**src/rtl/dm_port_arbiter_if.sv**
```systemverilog
// Bus bundle between the data-memory port arbiter, its two requesters and the memory.
// The slave modport is the arbiter's view; master is the view of whatever surrounds it.
interface dm_port_arbiter_if #(
  parameter int ADDR_W = 32
);
  logic              cpu_req;
  logic              cpu_we;
  logic [ADDR_W-1:0] cpu_addr;
  logic [3:0]        cpu_be;
  logic [31:0]       cpu_wdata;
  logic [31:0]       cpu_rdata;
  logic              cpu_stall;

  logic              ext_req;
  logic              ext_we;
  logic [ADDR_W-1:0] ext_addr;
  logic [3:0]        ext_be;
  logic [31:0]       ext_wdata;
  logic              ext_gnt;
  logic [31:0]       ext_rdata;
  logic              ext_rvalid;

  logic              mem_en;
  logic              mem_we;
  logic [ADDR_W-1:0] mem_addr;
  logic [3:0]        mem_be;
  logic [31:0]       mem_wdata;
  logic [31:0]       mem_rdata;

  logic              be_err;

  modport slave (
    input  cpu_req, cpu_we, cpu_addr, cpu_be, cpu_wdata,
    output cpu_rdata, cpu_stall,
    input  ext_req, ext_we, ext_addr, ext_be, ext_wdata,
    output ext_gnt, ext_rdata, ext_rvalid,
    output mem_en, mem_we, mem_addr, mem_be, mem_wdata,
    input  mem_rdata,
    output be_err
  );

  modport master (
    output cpu_req, cpu_we, cpu_addr, cpu_be, cpu_wdata,
    input  cpu_rdata, cpu_stall,
    output ext_req, ext_we, ext_addr, ext_be, ext_wdata,
    input  ext_gnt, ext_rdata, ext_rvalid,
    input  mem_en, mem_we, mem_addr, mem_be, mem_wdata,
    output mem_rdata,
    input  be_err
  );
endinterface

```
**src/rtl/dm_port_arbiter.sv**
```systemverilog
// Round-robin sequencer sharing the single-port data memory between the CPU MEM stage
// and one external master; sequences the one-cycle read latency and gates illegal writes.
module dm_port_arbiter #(
  parameter int ADDR_W = 32
) (
  input  logic            clk,
  input  logic            reset,
  dm_port_arbiter_if.slave bus
);

  typedef enum logic {IDLE, RD_WAIT} state_t;

  state_t            state;
  state_t            next_state;
  logic              owner;
  logic              last;
  logic              be_err_q;

  logic              issue;
  logic              winner;
  logic              w_we;
  logic [ADDR_W-1:0] w_addr;
  logic [3:0]        w_be;
  logic [31:0]       w_wdata;
  logic              be_ok;
  logic              cpu_done;

  function automatic logic be_legal(input logic [3:0] be);
    case (be)
      4'b1111, 4'b0001, 4'b0010, 4'b0100,
      4'b1000, 4'b0011, 4'b1100: return 1'b1;
      default:                   return 1'b0;
    endcase
  endfunction

  // A tie goes to whoever did not win last; winner 0 is the CPU, 1 is the external master.
  always_comb begin
    issue = (state == IDLE) && (bus.cpu_req || bus.ext_req);
    if (bus.cpu_req && bus.ext_req)
      winner = ~last;
    else
      winner = bus.ext_req;
    w_we    = winner ? bus.ext_we    : bus.cpu_we;
    w_addr  = winner ? bus.ext_addr  : bus.cpu_addr;
    w_be    = winner ? bus.ext_be    : bus.cpu_be;
    w_wdata = winner ? bus.ext_wdata : bus.cpu_wdata;
    be_ok   = be_legal(w_be);
  end

  always_ff @(posedge clk or posedge reset) begin
    if (reset)
      state <= IDLE;
    else
      state <= next_state;
  end

  always_comb begin
    next_state = state;
    case (state)
      IDLE:    if (issue && !w_we) next_state = RD_WAIT;
      RD_WAIT: next_state = IDLE;
      default: next_state = IDLE;
    endcase
  end

  always_comb begin
    bus.mem_en     = issue;
    bus.mem_we     = issue && w_we && be_ok;
    bus.mem_addr   = {w_addr[ADDR_W-1:2], 2'b00};
    bus.mem_be     = w_we ? w_be : 4'b1111;
    bus.mem_wdata  = w_wdata;
    bus.ext_gnt    = issue && winner;
    bus.ext_rvalid = (state == RD_WAIT) && owner;
    cpu_done       = (issue && !winner && w_we) || ((state == RD_WAIT) && !owner);
    bus.cpu_stall  = bus.cpu_req && !cpu_done;
    // Reset must silence every strobe at once, not only after the next edge.
    if (reset) begin
      bus.mem_en     = 1'b0;
      bus.mem_we     = 1'b0;
      bus.ext_gnt    = 1'b0;
      bus.ext_rvalid = 1'b0;
      bus.cpu_stall  = bus.cpu_req;
    end
  end

  assign bus.cpu_rdata = bus.mem_rdata;
  assign bus.ext_rdata = bus.mem_rdata;
  assign bus.be_err    = be_err_q;

  // last starts at EXT so the CPU wins the first tie after reset.
  always_ff @(posedge clk or posedge reset) begin
    if (reset) begin
      owner    <= 1'b0;
      last     <= 1'b1;
      be_err_q <= 1'b0;
    end else if (issue) begin
      last <= winner;
      if (!w_we)
        owner <= winner;
      if (w_we && !be_ok)
        be_err_q <= 1'b1;
    end
  end

endmodule

```
**src/flat_wrapper.sv**
```systemverilog
// flat-port wrapper written by rule: the top's interface ports become plain ports
module dm_port_arbiter_flat 
#(
  parameter int ADDR_W = 32
)
  (clk, reset, bus_cpu_req, bus_cpu_we, bus_cpu_addr, bus_cpu_be, bus_cpu_wdata, bus_cpu_rdata, bus_cpu_stall, bus_ext_req, bus_ext_we, bus_ext_addr, bus_ext_be, bus_ext_wdata, bus_ext_gnt, bus_ext_rdata, bus_ext_rvalid, bus_mem_en, bus_mem_we, bus_mem_addr, bus_mem_be, bus_mem_wdata, bus_mem_rdata, bus_be_err);
  dm_port_arbiter_if #(.ADDR_W(ADDR_W)) bus_i ();
  input  logic clk;
  input  logic reset;
  input wire logic [$bits(bus_i.cpu_req)-1:0] bus_cpu_req;
  input wire logic [$bits(bus_i.cpu_we)-1:0] bus_cpu_we;
  input wire logic [$bits(bus_i.cpu_addr)-1:0] bus_cpu_addr;
  input wire logic [$bits(bus_i.cpu_be)-1:0] bus_cpu_be;
  input wire logic [$bits(bus_i.cpu_wdata)-1:0] bus_cpu_wdata;
  output wire logic [$bits(bus_i.cpu_rdata)-1:0] bus_cpu_rdata;
  output wire logic [$bits(bus_i.cpu_stall)-1:0] bus_cpu_stall;
  input wire logic [$bits(bus_i.ext_req)-1:0] bus_ext_req;
  input wire logic [$bits(bus_i.ext_we)-1:0] bus_ext_we;
  input wire logic [$bits(bus_i.ext_addr)-1:0] bus_ext_addr;
  input wire logic [$bits(bus_i.ext_be)-1:0] bus_ext_be;
  input wire logic [$bits(bus_i.ext_wdata)-1:0] bus_ext_wdata;
  output wire logic [$bits(bus_i.ext_gnt)-1:0] bus_ext_gnt;
  output wire logic [$bits(bus_i.ext_rdata)-1:0] bus_ext_rdata;
  output wire logic [$bits(bus_i.ext_rvalid)-1:0] bus_ext_rvalid;
  output wire logic [$bits(bus_i.mem_en)-1:0] bus_mem_en;
  output wire logic [$bits(bus_i.mem_we)-1:0] bus_mem_we;
  output wire logic [$bits(bus_i.mem_addr)-1:0] bus_mem_addr;
  output wire logic [$bits(bus_i.mem_be)-1:0] bus_mem_be;
  output wire logic [$bits(bus_i.mem_wdata)-1:0] bus_mem_wdata;
  input wire logic [$bits(bus_i.mem_rdata)-1:0] bus_mem_rdata;
  output wire logic [$bits(bus_i.be_err)-1:0] bus_be_err;
  assign bus_i.cpu_req = bus_cpu_req;
  assign bus_i.cpu_we = bus_cpu_we;
  assign bus_i.cpu_addr = bus_cpu_addr;
  assign bus_i.cpu_be = bus_cpu_be;
  assign bus_i.cpu_wdata = bus_cpu_wdata;
  assign bus_cpu_rdata = bus_i.cpu_rdata;
  assign bus_cpu_stall = bus_i.cpu_stall;
  assign bus_i.ext_req = bus_ext_req;
  assign bus_i.ext_we = bus_ext_we;
  assign bus_i.ext_addr = bus_ext_addr;
  assign bus_i.ext_be = bus_ext_be;
  assign bus_i.ext_wdata = bus_ext_wdata;
  assign bus_ext_gnt = bus_i.ext_gnt;
  assign bus_ext_rdata = bus_i.ext_rdata;
  assign bus_ext_rvalid = bus_i.ext_rvalid;
  assign bus_mem_en = bus_i.mem_en;
  assign bus_mem_we = bus_i.mem_we;
  assign bus_mem_addr = bus_i.mem_addr;
  assign bus_mem_be = bus_i.mem_be;
  assign bus_mem_wdata = bus_i.mem_wdata;
  assign bus_i.mem_rdata = bus_mem_rdata;
  assign bus_be_err = bus_i.be_err;
  dm_port_arbiter #(.ADDR_W(ADDR_W)) u_core (.clk(clk), .reset(reset), .bus(bus_i));
endmodule
```
**config.mk**
```make
export PLATFORM = sky130hd
export DESIGN_NAME = dm_port_arbiter_flat
export DESIGN_NICKNAME = d
export VERILOG_FILES = /design/src/rtl/dm_port_arbiter_if.sv /design/src/rtl/dm_port_arbiter.sv /design/src/flat_wrapper.sv
export SDC_FILE = /design/constraint.sdc
export NUM_CORES = 1
export LEC_CHECK = 0
export CAP_MARGIN = 10
export CORE_AREA = 2 2 121 123
export DETAILED_ROUTE_END_ITERATION = 7
export DIE_AREA = 0 0 123 125
export PLACE_DENSITY = 0.61
export SYNTH_ARGS = -nofsm -noshare
export SYNTH_HDL_FRONTEND = slang
export SYNTH_SLANG_ARGS = --single-unit
```
**constraint.sdc**
```tcl
create_clock -name clk -period 3 [get_ports clk]
set_clock_uncertainty 0.2 [all_clocks]
set_input_delay 0.3 -clock clk [delete_from_list [all_inputs] [get_ports clk]]
set_output_delay 0.3 -clock clk [all_outputs]
set_load 0.005 [all_outputs]
```
---- After elaboration in Yosys (flattened, before gate mapping) ----
Cells that the tools add are included.
storage, ports and cells
  flip-flop bits (word level) ............. 4
  logic and storage cells ................. 50
  output and inout port bits .............. 138
  input port bits ......................... 174
cells by class
  equal/unequal tests ..................... 7
  multiplexer cells ....................... 14
  bitwise operators ....................... 3
  reduce and logical (&&, ||, !) cells .... 22
operators with widths
  kind                                           count
  two-way mux 32 bit                             2
  == test 4 bit, second input constant           3
  logical AND 1 bit                              12
  two-way mux 1 bit                              9
  == test 4 x 2 -> 1 bit, second input constant  2
  two-way mux 4 bit                              2
  OR reduction 7 bit                             1
  logical NOT 1 bit                              5
  == test 4 x 1 -> 1 bit, second input constant  1
  == test 4 x 3 -> 1 bit, second input constant  1
  AND reduction 2 bit                            2
  NOT 1 bit                                      3
  logical OR 1 bit                               2
  case mux 1 bit (2 select lines)                1

---- Logic depth before layout (Yosys ltp) ----
  word-level depth ........................ 9
  mapped depth ............................ 6

---- Worst setup path after synthesis ----
No wires, ideal clock.
  kind .................................... register to output
  start point ............................. register u_core.last
  end point ............................... output bus_mem_wdata[23]
  arrival time ............................ 1354 ps
  data required time ...................... 2500 ps
  path buffers ............................ 2
  stages on the path, launching flop included .. 7
  setup slack ............................. 1146 ps
  path through ............................ dfstp_2 nand2_1 nand2_1 clkbuf_1 buf_1 nand2_1 nand2_1
on the way
  word-level cells in the longest chain between the ends .. 3
ends and longest elaborated chain
  item                    line                   RTL
  start, declared         dm_port_arbiter.sv:16  logic last;
  start signal, assigned  dm_port_arbiter.sv:97  last <= winner;
  NOT 1 bit               dm_port_arbiter.sv:40  winner = ~last;
  two-way mux 1 bit       dm_port_arbiter.sv:39  if (bus.cpu_req && bus.ext_req)
  two-way mux 32 bit      dm_port_arbiter.sv:46  w_wdata = winner ? bus.ext_wdata : bus.cpu_wdata;
  end, declared           flat_wrapper.sv:29     output wire logic [$bits(bus_i.mem_wdata)-1:0] bus_mem_wdata;
No other way between the ends.

---- Worst setup path after layout ----
  start point ............................. input bus_cpu_req
  end point ............................... output bus_mem_wdata[6]
on the way
  word-level cells in the longest chain between the ends .. 3
ends and longest elaborated chain
  item                line                   RTL
  start, declared     flat_wrapper.sv:10     input wire logic [$bits(bus_i.cpu_req)-1:0] bus_cpu_req;
  logical AND 1 bit   dm_port_arbiter.sv:39
  two-way mux 1 bit   dm_port_arbiter.sv:39
  two-way mux 32 bit  dm_port_arbiter.sv:46
No other way between the ends.

==> key figures <==
CTS
  • Postcts setup bufs: 0
  • Worst-path clk slew: around 0.030 ns
  • CTS tree: built
  • Post-CTS Resized: 0
  • CTS Sinks: 4
  • CTS buffer count: 3
  • H-tree lvl count: 1
  • Root buffer cell: clkbuf_16
  • Cts hold-fix bufs: 0
  • Worst-Skew Late Latency: 0.23 ns
  • CTS Buffer Depth: 2

Detailed routing
  • Via count: about 2400
  • Met1 wire length: around 3000 um
  • Met2 wire len: around 3500 um
  • DRC viols: 0
  • Via-to-Cell Ratio: between 3 and 4
  • WL met3: about 1200 um
  • Detail Route Antenna Nets: 0
  • First-pass detailed-route iteration total: 4
  • Highest metal layer with signal wires: met4
  • Routed length per instance: ~12 um
  • DRT iter0 DRCs: 56
  • WL final: about 8000 um

STA
  • Worst Slack Setup Final: about 0.28 ns
  • Max Slew Vio Count: 0
  • Final setup vio count: 0
  • Final period util: about nine tenths
  • Fmax: 0.367 GHz
  • Sum Neg Setup Slack: 0 ns
  • RSZ-0062 raised after global routing: false
  • Hold WS: around 0.14 ns
  • Final Critical Period: around 2.7 ns
  • Hold Fails Final Rpt: 0

Synthesis
  • Synth area leaders: nand2_1 (43%), buf_4 (29%), dfrtp_1 (4.5%), clkbuf_1 (2.5%), nor3b_1 (1.8%)
  • Post-synth EDFFs: 0
  • Post-Syn Instances: between 300 and 400
  • Area share of the largest cell type after synthesis: 43.0%
  • Mapped cell area: ~1700 um2
  • Post-synth top flop: dfrtp_1
  • Sequential fraction of the synthesis area: about 6%
  • Warnings, synthesis: 0
  • Avg Cell Area, Syn: 5.12 um2
  • Largest area contributor in the netlist: nand2_1
  • Fraction of registers with async set/reset: between 90% and 100%
  • Post-synth cell types: 29
  • #FFs+latches synth: 4

Setup path
  • Most used cell, CP: nand2_1
  • Critical-path maximum fanout: 31
  • CP endpoint kind: output port
  • Critical path type: in2out
  • Crit-path max cell delay: approximately 0.63 ns
  • CP startpoint kind: input port
  • CP max-delay cell: clkdlybuf4s50_1
  • Crit path cell chain: clkdlybuf4s50_1 > nand2_1 > nand2_2 > buf_4 > nand2_1 > nand2_1 > clkdlybuf4s50_1
  • Req. time, crit path: between 2 and 3 ns
  • WP data arrival: about 2.2 ns

Layout
  • Diodes inserted: 0
  • Fillers: approximately 1600
  • Finished Layout Cells: 650
  • Finished Core Util: between 20% and 30%
  • Final net count: between 600 and 700
  • Synthesis-to-finish area growth: 114%
  • Post-route cell area: around 3600 um2
  • Share of cells above drive strength 1: approximately 2.8%

Placed design
  • Placed inst area: between 3000 and 4000 um2
  • Dpl cells: approximately 650
  • # port buffers: 209
  • GPL Wtd Cong: about 0.73
  • Post-DP HPWL: roughly 6500 um
  • Pre-CTS setup slack: 0.262 ns

Global routing
  • Vias in the first global route: between 2000 and 2500
  • Global route overflow: 0
  • Largest net degree at the start of global routing: 46
  • Initial antenna violation count: 0
  • First-pass GRT wire length: roughly 12000 um
  • Total track usage: a little over 9%

Floorplan
  • Core Area: roughly 14000 um2
  • Row cnt: 44
  • Ports: around 310
  • Die X: between 100 and 150 um
  • Die H: 125 um
  • Die area: between 15000 and 20000 um2
  • Initial core utilization: between 10% and 20%

Run status
  • Outcome: finished clean

Pwr
  • Clock network power share: approximately a fifth
  • Pwr dens: ~300 nW/um2
  • Total power: approximately 1.1 mW
  • Sw Share: around 33%
  • P_sw: 0.354 mW
  • Combinational power share: between 70% and 80%
  • Leakage power: roughly 1.6 nW
  • Register share of total power: under 10%
  • Int Power: about 0.73 mW
  • Max IR drop VDD: approximately 260 uV

Job
  • Total of max-cap violations: 0

Hold path
  • Hold Crit Class: in2async
-- cell usage after synthesis (2+ instances only) --
cell type / count
nand2_1: 193
buf_4: 66
clkbuf_1: 11
nor2_1: 7
inv_1: 6
a31oi_1: 4
buf_1: 4
nor3_1: 4
nor3b_1: 4
o21ai_0: 4
and3_1: 3
dfrtp_1: 3
a21boi_1: 2
a21oi_1: 2
o21a_1: 2
-- cells in the final DEF (no fill, tap or decap) --
cell type	Yosys	routed
clkdlybuf4s50_1	0	209
nand2_1	193	192
nor2_1	7	7
inv_1	6	6
o21ai_0	4	4
nor3_1	4	4
nor3b_1	4	4
a31oi_1	4	4
and3_1	3	3
clkbuf_16	0	3
buf_4	66	3
dfrtp_1	3	3
o21a_1	2	2
a21oi_1	2	2
conb_1	1	2
buf_12	0	2
nand2b_1	1	1
o31ai_1	1	1
a21boi_4	0	1
nand2_2	0	1
mux2_2	1	1
o21bai_1	1	1
and2_1	1	1
o311ai_0	1	1
a21boi_1	2	1
mux2i_1	1	1
nor2b_1	1	1
or4_1	1	1
nor4_2	1	1
a311o_1	1	1
clkbuf_1	11	1
dfstp_2	1	1
-- power groups by stage --
stage / clock, mW / combinational (mW) / sequential (mW)
after CTS: 0.219 / 0.782 / 0.0914
after detailed placement: 0 / 0.775 / 0.0916
after global routing: 0.224 / 0.846 / 0.0952
final: 0.217 / 0.771 / 0.0919
after global placement: 0 / 0.777 / 0.0910
after floorplan: 0 / 0.330 / 0.0794
-- kinds of logic after synthesis --
logic type             after synthesis  synth area share (%)
AO/OA/AOI/OAI                       18                  7.06
buffers and inverters               88                  34.4
flip-flops                           4                  6.02
multiplexers                         2                  1.26
other                                1                 0.223
AND/OR/NAND/NOR                    216                  51.0
-- per-layer routing --
metal,vias up,track usage [%]
met5,-,0
met4,0,2.81
li1,1216,-
met1,967,10.3
met2,175,16.0
met3,24,3.74
-- flip-flops by register name, indices dropped and copies added (netlist names) --
signal,flops
u_core.bus.be_err,1
u_core.last,1
u_core.owner,1
u_core.state,1
-- final timing paths --
check	startpoint	end	slack [ns]	depth (start not counted)
hold / removal	reset	u_core.owner	0.14	2
setup reg to reg	u_core.last	u_core.bus.be_err	1.08	5
hold reg to reg	u_core.bus.be_err	u_core.bus.be_err	0.31	1
min in group clk	u_core.bus.be_err	u_core.bus.be_err	0.31	1
setup / recovery	bus_cpu_req	bus_mem_wdata[6]	0.28	7
max in group asynchronous	reset	u_core.last	2.21	2
-- critical path: cells and delay by family --
kind                   cells  cell delay (ns)
buffers and inverters      3             1.46
and+or+nand+nor            4             0.43
-- cell type report --
type / instances / area (um2) / area share [%]
tap: 184 / 230 / 6.38
inverter: 6 / 22.5 / 0.624
sequential: 4 / 101 / 2.81
timing repair buffer: 214 / 2150 / 59.7
clock buffer: 4 / 78.8 / 2.19
multi-input combinational: 238 / 1020 / 28.3
Note: power is estimated with default switching activity, not from simulation.
